[src/rtl/cam_capture_scaler.sv]
// rtl/cam_capture_scaler.sv - camera byte-pair capture with RGB565/YUV422 conversion and 2x decimation
module cam_capture_scaler #(
    parameter int H_ACT  = 640,
    parameter int V_ACT  = 480,
    parameter int ADDR_W = 19,
    parameter int OUT_W  = 12,
    parameter int VS_ACT = 1
) (
    input  logic              pclk,
    input  logic              rst,
    input  logic              cfg_done,
    input  logic              vsync,
    input  logic              href,
    input  logic [7:0]        data_in,
    input  logic              fmt,
    input  logic              decim,
    output logic [OUT_W-1:0]  data_out,
    output logic              we_en,
    output logic [ADDR_W-1:0] out_addr,
    output logic              frame_done,
    output logic [11:0]       frame_lines
);

    localparam int              X_W    = $clog2(H_ACT + 1);
    localparam logic [X_W-1:0]  X_MAX  = X_W'(H_ACT);
    localparam logic [11:0]     Y_MAX  = 12'(V_ACT);
    localparam logic            VS_LVL = 1'(VS_ACT);

    localparam logic [1:0] S_IDLE = 2'd0;
    localparam logic [1:0] S_WAIT = 2'd1;
    localparam logic [1:0] S_CAP  = 2'd2;

    logic [1:0]        r_state;
    logic [1:0]        r_vs_hist;
    logic [1:0]        r_fill;
    logic              r_href_d;
    logic              r_phase;
    logic [7:0]        r_hi;
    logic [X_W-1:0]    r_x;
    logic [11:0]       r_y;
    logic [ADDR_W-1:0] r_addr;
    logic              r_fmt;
    logic              r_decim;
    logic [OUT_W-1:0]  r_data_out;
    logic              r_we;
    logic [ADDR_W-1:0] r_out_addr;
    logic              r_frame_done;
    logic [11:0]       r_frame_lines;

    logic              w_vs_rise;
    logic              w_vs_fall;
    logic              w_byte_ok;
    logic              w_in_win;
    logic              w_keep;
    logic              w_href_fall;
    logic [OUT_W-1:0]  w_pix;

    // History only counts once it holds two samples taken with cfg_done high,
    // so a frame already running when capture is enabled never looks like a start.
    assign w_vs_rise   = (r_fill == 2'd2) && (r_vs_hist[0] == VS_LVL) && (r_vs_hist[1] != VS_LVL);
    assign w_vs_fall   = (r_fill == 2'd2) && (r_vs_hist[0] != VS_LVL) && (r_vs_hist[1] == VS_LVL);
    assign w_byte_ok   = (r_state == S_CAP) && href && (vsync == VS_LVL);
    assign w_in_win    = (r_x < X_MAX) && (r_y < Y_MAX);
    assign w_keep      = !r_decim || (!r_x[0] && !r_y[0]);
    assign w_href_fall = (r_state == S_CAP) && r_href_d && !href;

    generate
        if (OUT_W == 16) begin : g_out16
            assign w_pix = r_fmt ? {r_hi[7:3], r_hi[7:2], r_hi[7:3]} : {r_hi, data_in};
        end else begin : g_out12
            logic w_unused_hi;
            assign w_unused_hi = r_hi[3];
            assign w_pix = r_fmt ? {r_hi[7:4], r_hi[7:4], r_hi[7:4]}
                                 : {r_hi[7:4], r_hi[2:0], data_in[7], data_in[4:1]};
        end
    endgenerate

    always_ff @(posedge pclk or negedge rst) begin
        if (!rst) begin
            r_state       <= S_IDLE;
            r_vs_hist     <= 2'b00;
            r_fill        <= 2'd0;
            r_href_d      <= 1'b0;
            r_phase       <= 1'b0;
            r_hi          <= 8'd0;
            r_x           <= '0;
            r_y           <= 12'd0;
            r_addr        <= '0;
            r_fmt         <= 1'b0;
            r_decim       <= 1'b0;
            r_data_out    <= '0;
            r_we          <= 1'b0;
            r_out_addr    <= '0;
            r_frame_done  <= 1'b0;
            r_frame_lines <= 12'd0;
        end else begin
            r_we         <= 1'b0;
            r_frame_done <= 1'b0;
            r_href_d     <= href;

            if (cfg_done) begin
                r_vs_hist <= {r_vs_hist[0], vsync};
                if (r_fill != 2'd2) begin
                    r_fill <= r_fill + 2'd1;
                end
            end else begin
                r_fill <= 2'd0;
            end

            if (!cfg_done) begin
                r_state <= S_IDLE;
            end else begin
                case (r_state)
                    S_IDLE: r_state <= S_WAIT;
                    S_WAIT: begin
                        if (w_vs_rise) begin
                            r_fmt      <= fmt;
                            r_decim    <= decim;
                            r_x        <= '0;
                            r_y        <= 12'd0;
                            r_phase    <= 1'b0;
                            r_addr     <= '0;
                            r_out_addr <= '0;
                            r_state    <= S_CAP;
                        end
                    end
                    S_CAP: begin
                        if (w_byte_ok) begin
                            if (!r_phase) begin
                                r_hi    <= data_in;
                                r_phase <= 1'b1;
                            end else begin
                                r_phase <= 1'b0;
                                if (w_in_win) begin
                                    r_x <= r_x + 1'b1;
                                    if (w_keep) begin
                                        r_data_out <= w_pix;
                                        r_we       <= 1'b1;
                                        r_out_addr <= r_addr;
                                        r_addr     <= r_addr + 1'b1;
                                    end
                                end
                            end
                        end
                        // A dangling odd byte is dropped by forcing the phase back to even.
                        if (w_href_fall) begin
                            if ((r_x != '0) && (r_y < Y_MAX)) begin
                                r_y <= r_y + 12'd1;
                            end
                            r_x     <= '0;
                            r_phase <= 1'b0;
                        end
                        if (w_vs_fall) begin
                            r_frame_lines <= r_y;
                            r_frame_done  <= 1'b1;
                            r_state       <= S_WAIT;
                        end
                    end
                    default: r_state <= S_IDLE;
                endcase
            end
        end
    end

    assign data_out    = r_data_out;
    assign we_en       = r_we;
    assign out_addr    = r_out_addr;
    assign frame_done  = r_frame_done;
    assign frame_lines = r_frame_lines;

endmodule

[config.mk]
export PLATFORM = sky130hd
export DESIGN_NAME = cam_capture_scaler
export DESIGN_NICKNAME = d
export VERILOG_FILES = /design/src/rtl/cam_capture_scaler.sv
export SDC_FILE = /design/constraint.sdc
export NUM_CORES = 1
export LEC_CHECK = 0
export CAP_MARGIN = 5
export CELL_PAD_IN_SITES_DETAIL_PLACEMENT = 1
export CELL_PAD_IN_SITES_GLOBAL_PLACEMENT = 2
export CORE_ASPECT_RATIO = 0.5
export CORE_UTILIZATION = 25
export DETAILED_ROUTE_END_ITERATION = 16
export PLACE_DENSITY = 0.64
export SYNTH_ARGS = -nofsm -noshare
export SYNTH_HDL_FRONTEND = slang
export SYNTH_SLANG_ARGS = --single-unit
[constraint.sdc]
create_clock -name pclk -period 4 [get_ports pclk]
set_input_delay 1 -clock pclk [delete_from_list [all_inputs] [get_ports pclk]]
set_output_delay 1 -clock pclk [all_outputs]
set_load 0.005 [all_outputs]
==> results of run 1 <==
[stage by stage]
stage	total power [W]	hold slack [ns]	area [um2]	setup WS (ns)
finish	0.00258	0.485	5920	0.909
global placement	0.00173	0.464	5630	0.627
global route	0.00275	0.527	5920	0.684
floorplan	0.00146	0.446	4720	1.48
detailed placement	0.00174	0.472	5630	0.529
CTS	0.00263	0.494	5920	0.896
[metal layers]
metal	wire length, um	track usage (%)	share of wire (%)
met1	6480	19.6	54
met2	5250	20.6	44
met3	253	2.75	2.1
met4	45	2.34	0.37
met5	0	0	0
[path summary, 6_finish.rpt]
check                               end          from  cells after the start  slack (ns)
min                        data_out[11]  data_out[11]                      2        0.49
min reg2reg                data_out[11]  data_out[11]                      2        0.49
min in group asynchronous  out_addr[10]           rst                      1        0.72
max reg2reg                  r_addr[18]        r_y[9]                      6        1.45
max in group asynchronous        r_x[0]           rst                      2        2.54
max                          r_addr[17]      cfg_done                      6        0.91
[cell families after synthesis]
logic type	synth area share, %
simple gates	19.1
buf+inv	4.19
compound gates	11.1
mux	7.13
flops	54.6
fa+ha+maj	1.33
xor+xnor	2.60
[Yosys cell counts (2+ instances only)]
| cell type | count |
|---|---|
| and2_1 | 3 |
| nor2b_1 | 4 |
| nor2_1 | 21 |
| o22ai_1 | 2 |
| clkbuf_1 | 12 |
| buf_2 | 5 |
| buf_4 | 2 |
| nor3_1 | 2 |
| a21oi_1 | 14 |
| and3_1 | 11 |
| mux2_2 | 21 |
| xor2_1 | 13 |
| nand3_1 | 30 |
| o31ai_1 | 10 |
| ha_1 | 5 |
| nand2_1 | 47 |
| dfrtp_1 | 103 |
| nand3b_1 | 2 |
| o211ai_1 | 2 |
| o21ai_0 | 46 |
| a31oi_1 | 3 |
| nand2b_1 | 2 |
| and4_1 | 3 |
| or3_1 | 4 |
| nand4_1 | 14 |
| nor4_1 | 2 |
| a21boi_0 | 3 |
| or2_2 | 2 |
| inv_1 | 29 |
| or4_1 | 7 |
| mux2i_1 | 10 |
| o21a_1 | 3 |
| nor4_4 | 2 |
| a21o_1 | 2 |
[state kept, by name, summed over array words and instances, names as in the netlist]
register,flops
frame_done,1
data_out,12
r_x,10
out_addr,19
r_hi,7
r_decim,1
r_href_d,1
we_en,1
frame_lines,12
r_y,12
r_addr,19
r_state,2
r_phase,1
r_fill,2
r_fmt,1
r_vs_hist,2
[layout by cell type (no fill, tap or decap), types with 2 or more instances in the layout]
| cell type | synthesis | final |
|---|---|---|
| nand2_1 | 47 | 47 |
| nor3_2 | 1 | 2 |
| a31oi_1 | 3 | 3 |
| and3_1 | 11 | 11 |
| clkdlybuf4s50_1 | 0 | 58 |
| ha_1 | 5 | 5 |
| xor2_1 | 13 | 13 |
| nand3b_1 | 2 | 2 |
| clkinv_4 | 0 | 3 |
| o21a_1 | 3 | 3 |
| nor2b_1 | 4 | 4 |
| nand3_1 | 30 | 30 |
| nand2b_1 | 2 | 2 |
| or2_2 | 2 | 2 |
| inv_1 | 29 | 29 |
| mux2_2 | 21 | 21 |
| nor4_1 | 2 | 2 |
| o211ai_1 | 2 | 2 |
| o22ai_1 | 2 | 2 |
| nor4_4 | 2 | 2 |
| a21boi_0 | 3 | 3 |
| or3_1 | 4 | 4 |
| a21o_1 | 2 | 2 |
| a21oi_1 | 14 | 14 |
| buf_4 | 2 | 9 |
| and2_1 | 3 | 3 |
| mux2i_1 | 10 | 10 |
| dfrtp_1 | 103 | 103 |
| clkbuf_16 | 0 | 9 |
| or4_1 | 7 | 7 |
| and4_1 | 3 | 3 |
| o31ai_1 | 10 | 10 |
| nor2_1 | 21 | 20 |
| nand4_1 | 14 | 14 |
| o21ai_0 | 46 | 46 |
[power by group]
part | internal [W] | leakage, nW | switching, W
Combinational | 0.000256 | 1.13 | 0.000184
Sequential | 0.00117 | 1.35 | 0.0000992
Clock | 0.000438 | 0.145 | 0.000440
Total | 0.00186 | 2.63 | 0.000723
[worst register-to-register path, stage by stage (launching register included)]
cell	delay, ns
dfrtp_1	0.42
or4b_4	0.59
nor3_4	0.43
buf_4	0.29
nand2_1	0.09
or4_1	0.51
a21oi_1	0.15
[area by class of cell]
class                      instances  area (um2)  area share, %
multi-input combinational        303        1950           33.0
sequential                       103        2580           43.5
clock inverter                     7        67.6           1.14
inverter                          29         109           1.84
tap                              259         324           5.47
timing repair buffer              68         668           11.3
clock buffer                       9         225           3.80
==> summary.txt, run 1 <==
STA
  – Final setup vio count: 0
  – Max Slew Vio Count: 0
  – Unrepaired setup endpoints after global routing: false
  – Final Skew: 0.0135 ns
  – Setup TNS Final: 0 ns
  – Final Hold Vio Count: 0
  – Worst-margin pin slew: 1.06 ns
  – Post-layout min period: 3.09 ns
  – Fin crit share: 77.3%
  – Max Clk Rate: 324 MHz
  – Max_slew headroom: 29.2%

Clock tree
  – Worst-path clk slew: 0.08 ns
  – Hold Buf Count CTS: 0
  – TritonCTS sink count: 103
  – CTS root buffer: clkbuf_16
  – Clock Latency Late Sink: 0.35 ns
  – H-tree depth: 3
  – Num CTS Buffers: 9
  – Number of cells upsized or downsized after cts: 0
  – Clock Path Buffers: 2
  – TritonCTS clock tree: done
  – Setup Fix Bufs, Post-CTS: 0

Synthesis
  – Ys async rst share: 100%
  – Register area share after synthesis: 54.6%
  – Synth Flop Type: dfrtp_1
  – Area contributors post-synth: dfrtp_1 55%, mux2_2 5.0%, o21ai_0 4.9%, nand2_1 3.7%, nand3_1 3.2%
  – Post-synthesis cell type count: 48
  – Gate Count Post-Synth: 455
  – Syn_nets: 475
  – Area fraction of the dominant cell type after synthesis: 54.6%
  – Mean area per synthesized cell: 10.4 um2
  – Yosys warning total: 0
  – Synthesized area: 4720 um2
  – Dominant cell type by area after synthesis: dfrtp_1
  – Yosys reg bits: 103
  – Post-synth EDFFs: 0

Place
  – Buffers on Ports: 59
  – DP HPWL: 8050 um
  – GP Congestion: 0.748
  – Placed insts: 762

Status
  – Status: finished clean

GRT
  – Antenna violations before repair: 0
  – Grt ovf: 0
  – Total Routing Usage GR: 13.4%
  – First-pass GRT wire length: 20700 um
  – Pin count of the biggest net entering global routing: 54
  – Vias in the first global route: 3855

Routing
  – Total number of vias: 3576
  – DRC viols: 0
  – Detailed Route Iter0 Violations: 144
  – DRT Wirelength: 12000 um
  – Wire per inst: 15.5 um
  – Vias per cell: 4.60
  – Drt first pass iters: 5
  – Detail Route Antenna Nets: 0

Worst setup path
  – CP Buf/Inv Count: 1
  – Critical path class: primary input to flip-flop
  – Critical path's top delay family: simple AND/OR/NAND/NOR gates
  – CP Launch Type: primary input
  – WP data arrival: 3.36 ns
  – Slowest stage cell on the critical path: clkdlybuf4s50_1
  – WP data required: 4.27 ns
  – CP cell instances: clkdlybuf4s50_1, nand3b_4, nor3_2, nand4_1, or3_1, a21oi_1
  – Slowest cell delay on critical path: 0.75 ns
  – Setup crit end kind: flip-flop
  – Worst-path maximum fanout: 10

Floorplanning
  – Die height: 99.2 um
  – Die X-Extent: 196 um
  – Placeable core area: 18400 um2
  – Initial Util: 25.6%
  – Ports: 60
  – Die area: 19500 um2
  – Std-Cell Rows: 35

Finish
  – Inserted Diodes: 0
  – Util after Layout: 32.1%
  – Area Overhead vs Synth: 25.5%
  – Share of layout cells above drive strength 1: 11.2%
  – Fin nets: 534
  – Fill count: 2100
  – Finished Layout Cells: 778

Power and ir drop
  – Maximum vdd drop: 0.214 mV
  – Leakage: 2.63 nW
  – Power per standard cell area: 436 nW/um2

Worst hold path
  – Hold Crit Class: flip-flop to flip-flop

Job
  – Max-cap violations: 0
Power figures use the tool's default switching activity.
==> run 2: changes to the inputs <==
Clock period 4 ns to 2.9 ns, I/O delays scaled along.
==> summary.txt, run 2 (same netlist as run 1, synthesis figures left out) <==
GRT
  – Pin count of the biggest net entering global routing: 46 (-15%)
  – Antenna violations before repair: 0 (unchanged)
  – Total Routing Usage GR: 13.4% (+0.028 points)
  – Vias in the first global route: 3857 (+0.052%)
  – First-pass GRT wire length: 20700 um (about the same)
  – Grt ovf: 0 (unchanged)

Clock tree
  – Clock Path Buffers: 2 (unchanged)
  – Setup Fix Bufs, Post-CTS: 0 (unchanged)
  – H-tree depth: 3 (unchanged)
  – CTS root buffer: clkbuf_16
  – Num CTS Buffers: 9 (unchanged)
  – TritonCTS clock tree: done
  – Hold Buf Count CTS: 0 (unchanged)
  – Number of cells upsized or downsized after cts: 0 (unchanged)
  – Clock Latency Late Sink: 0.36 ns (about the same)
  – Worst-path clk slew: 0.08 ns (about the same)
  – TritonCTS sink count: 103 (unchanged)

Finish
  – Most common cell after layout, fill and taps aside: dfrtp_1
  – Finished Layout Cells: 787 (+1.2%)
  – Inserted Diodes: 0 (unchanged)
  – Fin nets: 543 (+1.7%)
  – Area Overhead vs Synth: 27.0%
  – Register area: 2580 um2 (unchanged)
  – Commonest non-fill, non-tap cells in the layout: 103 x dfrtp_1, 58 x clkdlybuf4s50_1, 47 x nand2_1
  – Area of the multi-input gates: 1950 um2 (unchanged)
  – Share of layout cells above drive strength 1: 12.7% (+1.5 points)
  – Fill count: 2092 (-0.38%)
  – Util after Layout: 32.5% (+0.39 points)

Place
  – GP Congestion: 0.719 (-3.9%)
  – Buffers on Ports: 59 (unchanged)
  – DP HPWL: 8250 um (+2.5%)
  – Placed insts: 771 (+1.2%)

Worst hold path
  – Hold Crit Class: primary input to asynchronous set/reset pin

Worst setup path
  – WP data arrival: 2.69 ns (-0.67 ns)
  – Slowest stage cell on the critical path: or4_1
  – Critical path class: flip-flop to flip-flop
  – CP Buf/Inv Count: 1 (unchanged)
  – CP cell instances: inv_1, ha_1, nand3b_1, nor3b_1, o21ai_1, or4_1, a21oi_1
  – CP Launch Type: flip-flop
  – Slowest cell delay on critical path: 0.62 ns (-0.13 ns)
  – Critical path depth: 7 (+1)
  – WP data required: 3.18 ns (-1.09 ns)
  – Reg2Reg Depth: 7 (+1)
  – Critical path's top delay family: simple AND/OR/NAND/NOR gates
  – Setup crit end kind: flip-flop
  – Worst-path maximum fanout: 16 (+6)

STA
  – Final Hold Vio Count: 0 (unchanged)
  – Fin crit share: 83.3%
  – Worst-margin pin slew: 1.02 ns (-0.0347 ns)
  – Final Skew: 0.0138 ns (+0.000272 ns)
  – Unrepaired setup endpoints after global routing: false
  – Post-layout min period: 2.41 ns
  – Max Slew Vio Count: 0 (unchanged)
  – Setup TNS Final: 0 ns (unchanged)
  – Max_slew headroom: 31.5% (+2.3 points)
  – Max Clk Rate: 414 MHz
  – Final setup vio count: 0 (unchanged)

Routing
  – Detailed Route Iter0 Violations: 170 (+18%)
  – Drt first pass iters: 4 (-1)
  – Detail Route Antenna Nets: 0 (unchanged)
  – DRT Wirelength: 11900 um (-0.75%)
  – Vias per cell: 4.57 (-0.62%)
  – DRC viols: 0 (unchanged)
  – Total number of vias: 3595 (+0.53%)
  – Wire per inst: 15.2 um (-1.9%)

Job
  – Max-cap violations: 0 (unchanged)

Floorplanning
  – Die height: 99.2 um (unchanged)
  – Die area: 19500 um2 (unchanged)
  – Die X-Extent: 196 um (unchanged)
  – Placeable core area: 18400 um2 (unchanged)
  – Std-Cell Rows: 35 (unchanged)
  – Ports: 60 (unchanged)
  – Initial Util: 25.6% (unchanged)

Power and ir drop
  – Leakage: 2.68 nW (+1.8%)
  – Power per standard cell area: 595 nW/um2 (+37%)
  – Maximum vdd drop: 0.268 mV (+25%)

Status
  – Status: finished clean
run 2: cell types whose count changed in the layout (fill, tap and decap cells not counted):
cell / previous run / this run
clkinv_4: 3 / 1
clkinv_8: 1 / 0
inv_6: 1 / 4
buf_12: 1 / 2
buf_4: 9 / 17
run 2: metal layers:
layer,track usage [%],part of all wire (%)
met1,20.0,54
met2,19.9,43
met4,3.06,0.92
met5,0,0
met3,2.75,2.5
run 2: cell type report:
cell class / count / share of cell area (%)
flip-flops and latches: 103 / 43.0
multi-input cells: 303 / 32.6
repair buffers: 77 / 12.5
well taps: 259 / 5.40
clock buffers: 9 / 3.76
inverters: 29 / 1.82
clock inverters: 7 / 1.00
run 2: path summary, 6_finish.rpt:
kind | startpoint | end | slack, ns
max reg2reg | r_fill[0] | r_y[6] | 0.49
min | rst | out_addr[9] | 0.31
max in group asynchronous | rst | frame_lines[11] | 1.82
min reg2reg | data_out[11] | data_out[11] | 0.48
max | r_fill[0] | r_y[6] | 0.49
min in group pclk | data_out[11] | data_out[11] | 0.48
run 2: stage by stage:
stage	setup WS, ns	area, um2	power (W)	hold WS [ns]
after floorplan	0.658	4720	0.00201	0.429
final	0.486	6000	0.00357	0.314
after CTS	0.452	6000	0.00364	0.327
after detailed placement	0.210	5710	0.00241	0.467
after global routing	0.233	6000	0.00379	0.336
after global placement	0.312	5710	0.00240	0.465
run 2: power breakdown:
part	total [W]	internal (W)	switching, W
Combinational	0.000620	0.000361	0.000259
Clock	0.00120	0.000602	0.000600
Sequential	0.00175	0.00161	0.000138
Total	0.00357	0.00257	0.000997
